--- src/rtl/argmax_accumulator.sv ---
// -----------------------------------------------------------------------------
// argmax_accumulator
//
// Accumulates per-group (maximum, position) results coming out of a
// max_finder_set over the G beats of one sample. It produces the global
// maximum and its global index, compares that index with the sample label,
// and keeps saturating counters of correct and completed samples.
//
// Parameters:
//   width : activation bit width
//   z     : entries per group (power of two, >= 2)
//   G     : groups (beats) per sample (>= 1)
//   CW    : width of the correct/sample counters
//
// Ports:
//   clk         in   clock, rising edge
//   reset_n     in   asynchronous active-low reset, clears every register
//   clr         in   synchronous clear of counters and any partial sample
//   in_valid    in   a group result is present this cycle
//   grp_max     in   group maximum
//   grp_pos     in   position of the maximum inside the group
//   label       in   ideal class index, used on the final beat only
//   out_valid   out  one-cycle pulse, sample result valid
//   max_val     out  global maximum of the completed sample
//   max_idx     out  global index of max_val
//   correct     out  max_idx == label for the completed sample
//   num_correct out  saturating count of correct samples
//   num_samples out  saturating count of completed samples
// -----------------------------------------------------------------------------
module argmax_accumulator #(
  parameter int width = 4,
  parameter int z     = 32,
  parameter int G     = 4,
  parameter int CW    = 16,
  localparam int IW   = $clog2(z * G),
  localparam int PW   = $clog2(z)
) (
  input  logic             clk,
  input  logic             reset_n,
  input  logic             clr,
  input  logic             in_valid,
  input  logic [width-1:0] grp_max,
  input  logic [PW-1:0]    grp_pos,
  input  logic [IW-1:0]    label,
  output logic             out_valid,
  output logic [width-1:0] max_val,
  output logic [IW-1:0]    max_idx,
  output logic             correct,
  output logic [CW-1:0]    num_correct,
  output logic [CW-1:0]    num_samples
);

  // Group counter width; a single-group sample still needs a 1-bit counter.
  localparam int GW = (G > 1) ? $clog2(G) : 1;

  logic [GW-1:0]    gcnt_r;
  logic [width-1:0] run_max_r;
  logic [IW-1:0]    run_idx_r;

  logic             first_beat_s;
  logic             last_beat_s;
  logic [IW-1:0]    beat_idx_s;
  logic [width-1:0] cand_max_s;
  logic [IW-1:0]    cand_idx_s;
  logic             cand_hit_s;

  // Beat classification and winner selection including the current beat.
  always_comb begin
    first_beat_s = (gcnt_r == GW'(0));
    last_beat_s  = (gcnt_r == GW'(G - 1));
    // z is a power of two, so gcnt*z + pos is a plain concatenation. For
    // G == 1 the single gcnt bit is always zero and is truncated away.
    beat_idx_s   = IW'({gcnt_r, grp_pos});
    // Strict greater-than keeps the earlier (lower) index on ties.
    if (first_beat_s || (grp_max > run_max_r)) begin
      cand_max_s = grp_max;
      cand_idx_s = beat_idx_s;
    end else begin
      cand_max_s = run_max_r;
      cand_idx_s = run_idx_r;
    end
    cand_hit_s = (cand_idx_s == label);
  end

  // Sample accumulation, result registers and saturating counters.
  always_ff @(posedge clk or negedge reset_n) begin
    if (!reset_n) begin
      gcnt_r      <= GW'(0);
      run_max_r   <= '0;
      run_idx_r   <= '0;
      out_valid   <= 1'b0;
      max_val     <= '0;
      max_idx     <= '0;
      correct     <= 1'b0;
      num_correct <= '0;
      num_samples <= '0;
    end else if (clr) begin
      // Any beat in this cycle is dropped; result registers hold.
      gcnt_r      <= GW'(0);
      out_valid   <= 1'b0;
      num_correct <= '0;
      num_samples <= '0;
    end else begin
      out_valid <= 1'b0;
      if (in_valid) begin
        run_max_r <= cand_max_s;
        run_idx_r <= cand_idx_s;
        if (last_beat_s) begin
          gcnt_r    <= GW'(0);
          out_valid <= 1'b1;
          max_val   <= cand_max_s;
          max_idx   <= cand_idx_s;
          correct   <= cand_hit_s;
          if (num_samples != {CW{1'b1}}) begin
            num_samples <= num_samples + CW'(1);
          end else begin
            num_samples <= num_samples;
          end
          if (cand_hit_s && (num_correct != {CW{1'b1}})) begin
            num_correct <= num_correct + CW'(1);
          end else begin
            num_correct <= num_correct;
          end
        end else begin
          gcnt_r <= gcnt_r + GW'(1);
        end
      end else begin
        gcnt_r <= gcnt_r;
      end
    end
  end

endmodule
--- config.mk ---
export PLATFORM = sky130hd
export DESIGN_NAME = argmax_accumulator
export DESIGN_NICKNAME = d
export VERILOG_FILES = /design/src/rtl/argmax_accumulator.sv
export SDC_FILE = /design/constraint.sdc
export NUM_CORES = 1
export LEC_CHECK = 0
export ABC_AREA = 1
export BUFFER_PORTS_ARGS = -buffer_cell sky130_fd_sc_hd__buf_2
export CORE_ASPECT_RATIO = 1.2
export CORE_MARGIN = 5
export CORE_UTILIZATION = 52
export CTS_BUF_LIST = sky130_fd_sc_hd__clkbuf_4 sky130_fd_sc_hd__clkbuf_8
export CTS_CLUSTER_SIZE = 24
export DETAILED_ROUTE_END_ITERATION = 7
export GPL_ROUTABILITY_DRIVEN = 0
export PLACE_DENSITY_LB_ADDON = 0.1
export SYNTH_ARGS = -nofsm -noshare
export SYNTH_HDL_FRONTEND = slang
export SYNTH_SLANG_ARGS = --single-unit
--- constraint.sdc ---
create_clock -name clk -period 2.3 [get_ports clk]
set_clock_uncertainty 0.2 [all_clocks]
set_input_delay 0.345 -clock clk [delete_from_list [all_inputs] [get_ports clk]]
set_output_delay 0.345 -clock clk [all_outputs]
set_load 0.03 [all_outputs]
# --- Word level (Yosys, flattened, before mapping) ---
# Index checks and enable logic that the tools add are counted.
totals:
  regBits: 58
  inputBits: 20
  word_cells: 45
op_classes:
  addsub: 3
  magnitude_cmp: 1
  eq_ne: 4
  n_mux: 16
  bitwise_logic: 1
  n_reduce_logical: 11
ops:
  columns: ["operator", "count"]
  rows:
  - ["16-bit 2-to-1 mux", 8]
  - ["16-bit by 1-bit adder with 16-bit output (second input constant)", 2]
  - ["16-bit inequality test (second input constant)", 2]
  - ["3-bit AND reduction", 3]
  - ["2-bit nonzero test", 4]
  - ["7-bit equality test", 1]
  - ["7-bit 2-to-1 mux", 1]
  - ["2-bit 2-to-1 mux", 3]
  - ["4-bit > comparator", 1]
  - ["4-bit 2-to-1 mux", 1]
  - ["1-bit 2-to-1 mux", 3]
  - ["2-bit by 1-bit adder with 2-bit output (second input constant)", 1]
  - ["2-bit equality test (second input constant)", 1]
  - ["2-bit logical NOT", 1]
  - ["2-bit AND reduction", 1]
  - ["1-bit logical AND", 1]
  - ["1-bit logical OR", 1]
  - ["1-bit inverter", 1]

# --- Logic depth before layout (Yosys ltp) ---
# Gate-level depths: netlist (run 1).
depth:
  ltp_word: 9
  mapped_depth: 21
  mapped_depth_nobuf: 20

# --- Worst setup path after synthesis (run 1) ---
# Ideal clock, no wire load.
synth_path:
  kind: "flip-flop to flip-flop"
  from: "register run_max_r[3]"
  to: "register num_correct[11]"
  setup_ns: 0.118
  arrival_ns: 2.054
  required_time_ns: 1.982
  slack_ns: -0.072
  stages_incl_launch_ff: 21
  period_less_slack_ns: 2.372
  path_cell_list: "dfrtp_1 > inv_1 > ha_1 > nand2_1 > clkinv_1 > nand2_1 > nand2_2 > nand2_4 > nand2_4 > buf_6 > nand2_1 > nand3_1 > nand2_1 > nand2_2 > nor2_4 > nand3_2 > nand2_4 > nand2_4 > buf_6 > nand2_1 > nand2_1"
synth_between:
  elab_chain_cells: 7
synth_rtl:
  columns: ["item", "line_no", "source"]
  rows:
  - ["start: declaration", "57", "logic [width-1:0] run_max_r;"]
  - ["start signal: assignment", "106", "run_max_r <= cand_max_s;"]
  - ["4-bit > comparator", "75", "if (first_beat_s || (grp_max > run_max_r)) begin"]
  - ["1-bit logical OR", "75", null]
  - ["7-bit 2-to-1 mux", "75", null]
  - ["7-bit equality test", "82", "cand_hit_s = (cand_idx_s == label);"]
  - ["1-bit logical AND", "119", "if (cand_hit_s && (num_correct != {CW{1'b1}})) begin"]
  - ["2-bit nonzero test (no source line)", null, null]
  - ["3-bit AND reduction (no source line)", null, null]
  - ["end signal: assignment", "120", "num_correct <= num_correct + CW'(1);"]
  - ["end signal: assignment", "122", "num_correct <= num_correct;"]
  - ["end: declaration", "49", "output logic [CW-1:0] num_correct,"]
# No other way between the ends.
# A chain may end at the register's enable or synchronous reset.

# --- Worst setup path after layout (run 1) ---
layout_path:
  from: "register run_max_r[1]"
  to: "register num_correct[14]"
# The elaborated chain is that of the path after synthesis.

==> metrics.md, run 1 <==
| Metric | Value |
|---|---|
| Number of buffer cells added on primary ports | `64` |
| Number of hold violations in the final report | `0` |
| Average cell area after synthesis | `7.31 sq um` |
| Width of the die | `82.6 microns` |
| P per Cell Area | `668 nW/um^2` |
| Core ar. | `6090 sq um` |
| Transition time at the pin with the least slew margin | `0.623 ns` |
| Inserted Diodes | `0` |
| Critical path endpoint category | `flip-flop` |
| Final Util | `0.730` |
| Worst slew slack as a fraction of its limit | `0.584` |
| Type of the setup path with the least slack | `flip-flop to flip-flop` |
| Post-Synthesis Cell Area | `3280 sq um` |
| Worst reg2reg setup slack | `-0.26 ns` |
| Cell mode on critical path | `sky130_fd_sc_hd__nand2_2` |
| DP Wirelength | `5690 microns` |
| Post-DRT Antenna Nets | `0` |
| Crit path arrival time | `2.63 ns` |
| Layout Cell Area excl Fill | `4450 sq um` |
| Maximum number of pins on one net before global-route repair | `38` |
| Hold path cells | `2` |
| Total wirelength of the detailed-routed design | `8750 microns` |
| Via-to-Cell Ratio | `5.20` |
| Cell Area, Placed | `3850 sq um` |
| CTS root buf | `sky130_fd_sc_hd__clkbuf_8` |
| Cells along the critical path | `inv_2 -> ha_4 -> nand2_2 -> nand2_2 -> nand2_2 -> nand2_2 -> nand2_4 -> buf_6 -> nand3b_1 -> nand2_1 -> nand2_1 -> nand2_1 -> nand2_2 -> nor2_4 -> nand3_4 -> nand2_8 -> buf_4 -> nand3_1 -> nand2_1` |
| Area of combinational cells with multiple inputs | `1800 sq um` |
| Filler-free cell count of the finished design | `639` |
| Total of fill cells in the finished design | `479` |
| Die area | `8010 sq um` |
| Die Height | `97.1 microns` |
| Power consumption | `2970 uW` |
| Post-route minimum period | `2.56 ns` |
| HP Class | `input port to flip-flop` |
| First-pass GRT wire length | `14300 microns` |
| Max-cap violation count | `0` |
| PnR worst setup slack | `-0.257 ns` |
| Vias post-DR | `3324` |
| Sink count of the clock tree | `58` |
| Warning count from the yosys run | `0` |
| Count of mapped cells out of synthesis | `449` |
| Maximum buffer depth of the clock tree | `2` |
| Status | `finished, violations left` |
| Failing checks | `negative setup slack` |
| Critical Path Slowest Stage Cell | `sky130_fd_sc_hd__dfrtp_1` |
| Flip-flop and latch count after synthesis | `58` |
| Critical path startpoint category | `flip-flop` |
| Overall overflow remaining after global route | `0` |
| Max-slew violation total from the final report | `0` |
| Fraction of layout instances using a drive strength above 1 | `0.320` |
| Clock transition at the registers of the reported paths | `0.07 ns` |
| Initial antenna violation count | `0` |
| Required @ worst endpoint | `2.38 ns` |
| Cell row count | `31` |
| Cells after DPL | `609` |
| Layout Area Growth over Synthesis | `35.4%` |
| Count of nets after finishing | `580` |
| Number of DRC markers in iteration 0 | `210` |
| Deepest level of the CTS H-tree | `3` |
| Global-route usage over all layers | `0.224` |
| Post-Syn Nets | `477` |
| Avg WL per Cell | `13.7 microns` |
| FF/Latch Area | `1450 sq um` |
| Unrepaired setup endpoints after global routing | `true` |
| Final critical-path share of the clock period | `1.11` |
| Leakage | `0.00235 uW` |
| Worst path max stage delay | `0.41 ns` |
| Initial core utilization | `0.539` |
| Maximum frequency from static timing analysis | `0.391 GHz` |
| Max rail drop VDD | `0.000451 V` |
| CTS tree | `built` |
| I/O pin total | `65` |
| Final setup fails | `17` |
| Router iterations before antenna repair | `4` |
| Proportion of synthesized chip area in sequential cells | `0.442` |
| Setup slack at placement | `-0.248 ns` |
| Number of buffers added by the clock tree synthesis step | `9` |
| Vias in the first global route | `3256` |
| Insertion delay of the later-clocked pin in the worst-skew pair | `0.34 ns` |
| DRC errors left | `0` |
| Synth cell types | `31` |
| Worst R2R Path Depth | `19` |
| Maximum fanout along the worst path | `6` |
layout by cell type, fill, tap and decap left out, types with 23 or more instances in the layout:
cell type,count
sky130_fd_sc_hd__nand2_1,119
sky130_fd_sc_hd__buf_2,64
sky130_fd_sc_hd__dfrtp_1,58
sky130_fd_sc_hd__inv_1,52
sky130_fd_sc_hd__nor2_1,44
sky130_fd_sc_hd__o21ai_0,31
sky130_fd_sc_hd__buf_4,28
sky130_fd_sc_hd__nand3_1,26
sky130_fd_sc_hd__nand2_2,23
repair_timing:
item	in CTS	in global routing
gates resized for setup	11	54
pin swaps	3	28
cloned	1	1
setup endpoints to repair	17	24
endpoints found under the hold margin	21	0
hold buffers	1	0
buffers inserted	8	3
cell usage after synthesis:
master,number,share of area
sky130_fd_sc_hd__dfrtp_1,58,0.44
sky130_fd_sc_hd__o21ai_0,32,0.049
sky130_fd_sc_hd__xor2_1,3,0.0080
sky130_fd_sc_hd__buf_6,2,0.0069
sky130_fd_sc_hd__clkinv_1,2,0.0023
sky130_fd_sc_hd__ha_1,8,0.030
sky130_fd_sc_hd__a221oi_1,2,0.0053
sky130_fd_sc_hd__nand2_4,4,0.014
sky130_fd_sc_hd__inv_1,56,0.064
sky130_fd_sc_hd__nand4_1,4,0.0076
sky130_fd_sc_hd__nand2_1,139,0.16
sky130_fd_sc_hd__nor3_2,1,0.0030
sky130_fd_sc_hd__nor2_2,1,0.0019
sky130_fd_sc_hd__or2_2,1,0.0019
sky130_fd_sc_hd__o21a_1,2,0.0046
sky130_fd_sc_hd__a211oi_1,2,0.0046
sky130_fd_sc_hd__nor3b_1,5,0.011
sky130_fd_sc_hd__nor4_1,1,0.0019
sky130_fd_sc_hd__clkbuf_1,9,0.010
sky130_fd_sc_hd__nand3_1,37,0.056
sky130_fd_sc_hd__nand3b_1,7,0.016
sky130_fd_sc_hd__nor2_4,1,0.0034
sky130_fd_sc_hd__nand3_2,1,0.0030
sky130_fd_sc_hd__nor3_1,8,0.012
sky130_fd_sc_hd__o21ai_1,1,0.0015
sky130_fd_sc_hd__a21oi_1,9,0.014
sky130_fd_sc_hd__buf_4,1,0.0023
sky130_fd_sc_hd__xnor2_1,1,0.0027
sky130_fd_sc_hd__a31oi_1,1,0.0019
sky130_fd_sc_hd__nor2_1,47,0.054
sky130_fd_sc_hd__nand2_2,3,0.0057
flip-flops by register name, summed over array words and instances (netlist names):
| signal | flops |
|---|---|
| out_valid | 1 |
| run_idx_r | 7 |
| max_idx | 7 |
| gcnt_r | 2 |
| run_max_r | 4 |
| num_samples | 16 |
| correct | 1 |
| max_val | 4 |
| num_correct | 16 |
metal layers:
metal  wire length [microns]  part of all wire  track usage  up-vias
met3                     364             0.042       0.0278       19
met2                    4530              0.52        0.380       77
met5                       0                 0            0        -
li1                        -                 -            -     1634
met4                     195             0.022       0.0943        0
met1                    3650              0.42        0.280     1594
path summary, 6_finish.rpt:
check | start | to
setup / recovery | run_max_r[1]$_DFFE_PN0P_ | num_correct[14]$_DFFE_PN0P_
hold / removal | clr | out_valid$_DFF_PN0_
setup reg to reg | run_max_r[1]$_DFFE_PN0P_ | num_correct[14]$_DFFE_PN0P_
hold reg to reg | run_idx_r[3]$_DFFE_PN0P_ | run_idx_r[3]$_DFFE_PN0P_
max in group asynchronous | reset_n | num_samples[7]$_DFFE_PN0P_
min in group asynchronous | reset_n | num_correct[8]$_DFFE_PN0P_
power by group:
group / switching (uW) / internal (uW) / leakage [uW]
logic: 448 / 300 / 0.00145
clock network: 424 / 648 / 0.000113
registers: 47.8 / 1100 / 0.000786
through the flow:
step                      hold slack [ns]  TNS [ns]
after global routing               0.0881     -5.06
after CTS                          0.0484     -2.24
after floorplan                    -0.151    -0.640
final                              0.0714     -3.67
after global placement              0.143     -2.79
after detailed placement            0.149     -3.71
area by class of cell:
type                    instances  area share
multi-input cells             323       0.405
flip-flops and latches         58       0.326
repair buffers                102       0.146
inverters                      58      0.0495
clock buffers                  11      0.0326
well taps                      82      0.0231
clock inverters                 5      0.0174
kinds of logic (layout without fill, tap and decap cells):
group,after synthesis,after routing,share of synthesized area
flip-flops,58,58,0.442
AND/OR/NAND/NOR,260,262,0.351
buffers and inverters,70,176,0.0857
XOR/XNOR,4,4,0.0107
adder cells (fa/ha/maj),8,8,0.0305
AO/OA/AOI/OAI,49,49,0.0804
worst max-delay path, delay by kind of cell, from the launching register on:
kind	cells	cell delay, ns
adder cells (fa/ha/maj)	1	0.20
buffers and inverters	3	0.35
flip-flops	1	0.41
AND/OR/NAND/NOR	15	1.34
Power figures use the tool's default switching activity.
==> inputs of run 2 (changes only) <==
- SKIP_CTS_REPAIR_TIMING: default -> 1
==> run 2 against run 1 <==
  * The run still ends with negative setup slack left
  * Via count up 1.3%
  * Flip-flop and latch count unchanged
  * Register-to-register slack better by 0.06 ns
  * Clock power about the same
  * Final cell count down 0.16%
  * Combinational power up 8.6%
  * First-iteration DRC count up 4.3%
  * Sequential power about the same
  * Largest cell class unchanged
  * Highest routed layer unchanged
  * Worst setup slack better by 0.058 ns
==> metrics.md, run 2 (same netlist as run 1, synthesis figures left out) <==
| Metric | Value |
|---|---|
| Sink count of the clock tree | `58` |
| Number of DRC markers in iteration 0 | `219` |
| Vias post-DR | `3366` |
| I/O pin total | `65` |
| Final setup fails | `17` |
| Maximum buffer depth of the clock tree | `2` |
| Final critical-path share of the clock period | `1.09` |
| Router iterations before antenna repair | `5` |
| Unrepaired setup endpoints after global routing | `true` |
| Maximum number of pins on one net before global-route repair | `38` |
| Overall overflow remaining after global route | `0` |
| Hold Path Sink | `out_valid$_DFF_PN0_` |
| Count of nets after finishing | `579` |
| Top flop regs | `num_correct: 16 flops, num_samples: 16 flops` |
| Worst R2R Path Depth | `19` |
| Max-slew violation total from the final report | `0` |
| CTS tree | `built` |
| Total wirelength of the detailed-routed design | `8950 microns` |
| Launching point of the worst reg2reg path | `run_max_r[3]$_DFFE_PN0P_` |
| Post-DRT Antenna Nets | `0` |
| P per Cell Area | `661 nW/um^2` |
| Initial antenna violation count | `0` |
| First-pass GRT wire length | `13800 microns` |
| Worst setup path start | `run_max_r[3]$_DFFE_PN0P_` |
| Post-route minimum period | `2.50 ns` |
| Final-layout setup total negative slack | `-2.63 ns` |
| Commonest non-fill, non-tap cells in the layout | `sky130_fd_sc_hd__nand2_1 (106), sky130_fd_sc_hd__buf_2 (64), sky130_fd_sc_hd__dfrtp_1 (58), sky130_fd_sc_hd__inv_1 (49), sky130_fd_sc_hd__nor2_1 (44)` |
| Clock transition at the registers of the reported paths | `0.07 ns` |
| Critical path startpoint category | `flip-flop` |
| Crit path arrival time | `2.53 ns` |
| Critical path endpoint category | `flip-flop` |
| HP Class | `input port to flip-flop` |
| Total of fill cells in the finished design | `462` |
| Worst slew slack as a fraction of its limit | `0.576` |
| Initial core utilization | `0.539` |
| Maximum frequency from static timing analysis | `0.400 GHz` |
| Failing checks | `negative setup slack` |
| DRC errors left | `0` |
| Cell row count | `31` |
| Die Height | `97.1 microns` |
| Leakage | `0.00237 uW` |
| Power consumption | `3030 uW` |
| Maximum fanout along the worst path | `7` |
| Die area | `8010 sq um` |
| Core ar. | `6090 sq um` |
| Max-cap violation count | `0` |
| Reg-to-Reg End | `num_correct[10]$_DFFE_PN0P_` |
| Required @ worst endpoint | `2.33 ns` |
| Status | `finished, violations left` |
| Hold path cells | `2` |
| WHS | `0.0717 ns` |
| Fraction of layout instances using a drive strength above 1 | `0.354` |
| Avg WL per Cell | `14.0 microns` |
| CTS root buf | `sky130_fd_sc_hd__clkbuf_8` |
| Global-route usage over all layers | `0.215` |
| Width of the die | `82.6 microns` |
| DP Wirelength | `5690 microns` |
| Number of buffers added by the clock tree synthesis step | `9` |
| Inserted Diodes | `0` |
| Type of the setup path with the least slack | `flip-flop to flip-flop` |
| Worst reg2reg setup slack | `-0.20 ns` |
| PnR worst setup slack | `-0.199 ns` |
| Deepest level of the CTS H-tree | `3` |
| Number of hold violations in the final report | `0` |
| Number of buffer cells added on primary ports | `64` |
| Via-to-Cell Ratio | `5.28` |
| Vias in the first global route | `3142` |
| Max rail drop VDD | `0.000497 V` |
| Layout Area Growth over Synthesis | `39.5%` |
| Leading cell type in the layout, fill and taps excluded | `sky130_fd_sc_hd__nand2_1` |
| Worst min-delay path startpoint | `clr` |
| Insertion delay of the later-clocked pin in the worst-skew pair | `0.34 ns` |
| Transition time at the pin with the least slew margin | `0.635 ns` |
==> run 2: changes by cell type in the layout (fill, tap and decap cells not counted), sizes merged <==
cell and delta:
nand2 +1, clkinvlp +1, clkinv -1, buf -2
==> run 2: layout make-up <==
type / instances / area [sq um] / area share
multi-input cells: 324 / 1940 / 0.424
flip-flops and latches: 58 / 1450 / 0.317
well taps: 82 / 103 / 0.0224
clock inverters: 5 / 77.6 / 0.0169
clock buffers: 11 / 145 / 0.0317
repair buffers: 100 / 639 / 0.140
inverters: 58 / 224 / 0.0489
==> run 2: power by group <==
part           total [uW]  switching [uW]  internal, uW
Combinational         812             498           314
Clock                1070             420           648
Sequential           1150            47.4          1100
Total                3030             965          2070
==> run 2: worst max-delay path: stages, from the launching register on <==
cell and delay [ns]:
sky130_fd_sc_hd__dfrtp_1 0.38, sky130_fd_sc_hd__inv_2 0.07, sky130_fd_sc_hd__ha_4 0.29, sky130_fd_sc_hd__nand2_4 0.06, sky130_fd_sc_hd__inv_4 0.07, sky130_fd_sc_hd__nand2_4 0.05, sky130_fd_sc_hd__nand2_4 0.10, sky130_fd_sc_hd__nand2_8 0.10
sky130_fd_sc_hd__nand2_8 0.11, sky130_fd_sc_hd__nand2_2 0.07, sky130_fd_sc_hd__nand2_2 0.07, sky130_fd_sc_hd__nand2_1 0.05, sky130_fd_sc_hd__nand2_1 0.07, sky130_fd_sc_hd__nand2_2 0.07, sky130_fd_sc_hd__nor2_4 0.13, sky130_fd_sc_hd__nand3_4 0.11
sky130_fd_sc_hd__nand2_8 0.14, sky130_fd_sc_hd__nand2_8 0.09, sky130_fd_sc_hd__nand2_1 0.09, sky130_fd_sc_hd__nand2_1 0.06
==> run 2: routing by layer <==
layer | vias up | wire length, microns | global-route usage
li1 | 1636 | - | -
met1 | 1588 | 3740 | 0.271
met2 | 120 | 4590 | 0.359
met3 | 22 | 420 | 0.0306
met4 | 0 | 212 | 0.0906
met5 | - | 0 | 0
==> run 2: worst max-delay path by stage <==
stage                                  end  depth (start not counted)
2_1_floorplan  num_correct[11]$_DFFE_PN0P_                         20
3_3_place_gp   num_correct[10]$_DFFE_PN0P_                         18
3_5_place_dp   num_correct[10]$_DFFE_PN0P_                         18
4_1_cts        num_correct[10]$_DFFE_PN0P_                         18
5_1_grt        num_correct[14]$_DFFE_PN0P_                         19
6_report       num_correct[10]$_DFFE_PN0P_                         19
==> run 2: through the flow <==
step	instance area, sq um	instances	utilization	setup slack [ns]
6_report	4580	638	0.752	-0.199
5_1_grt	4580	638	0.752	-0.323
4_1_cts	4080	625	0.670	-0.225
3_5_place_dp	3850	609	0.633	-0.248
3_3_place_gp	3850	609	0.633	-0.182
2_1_floorplan	3290	449	-	-0.0645
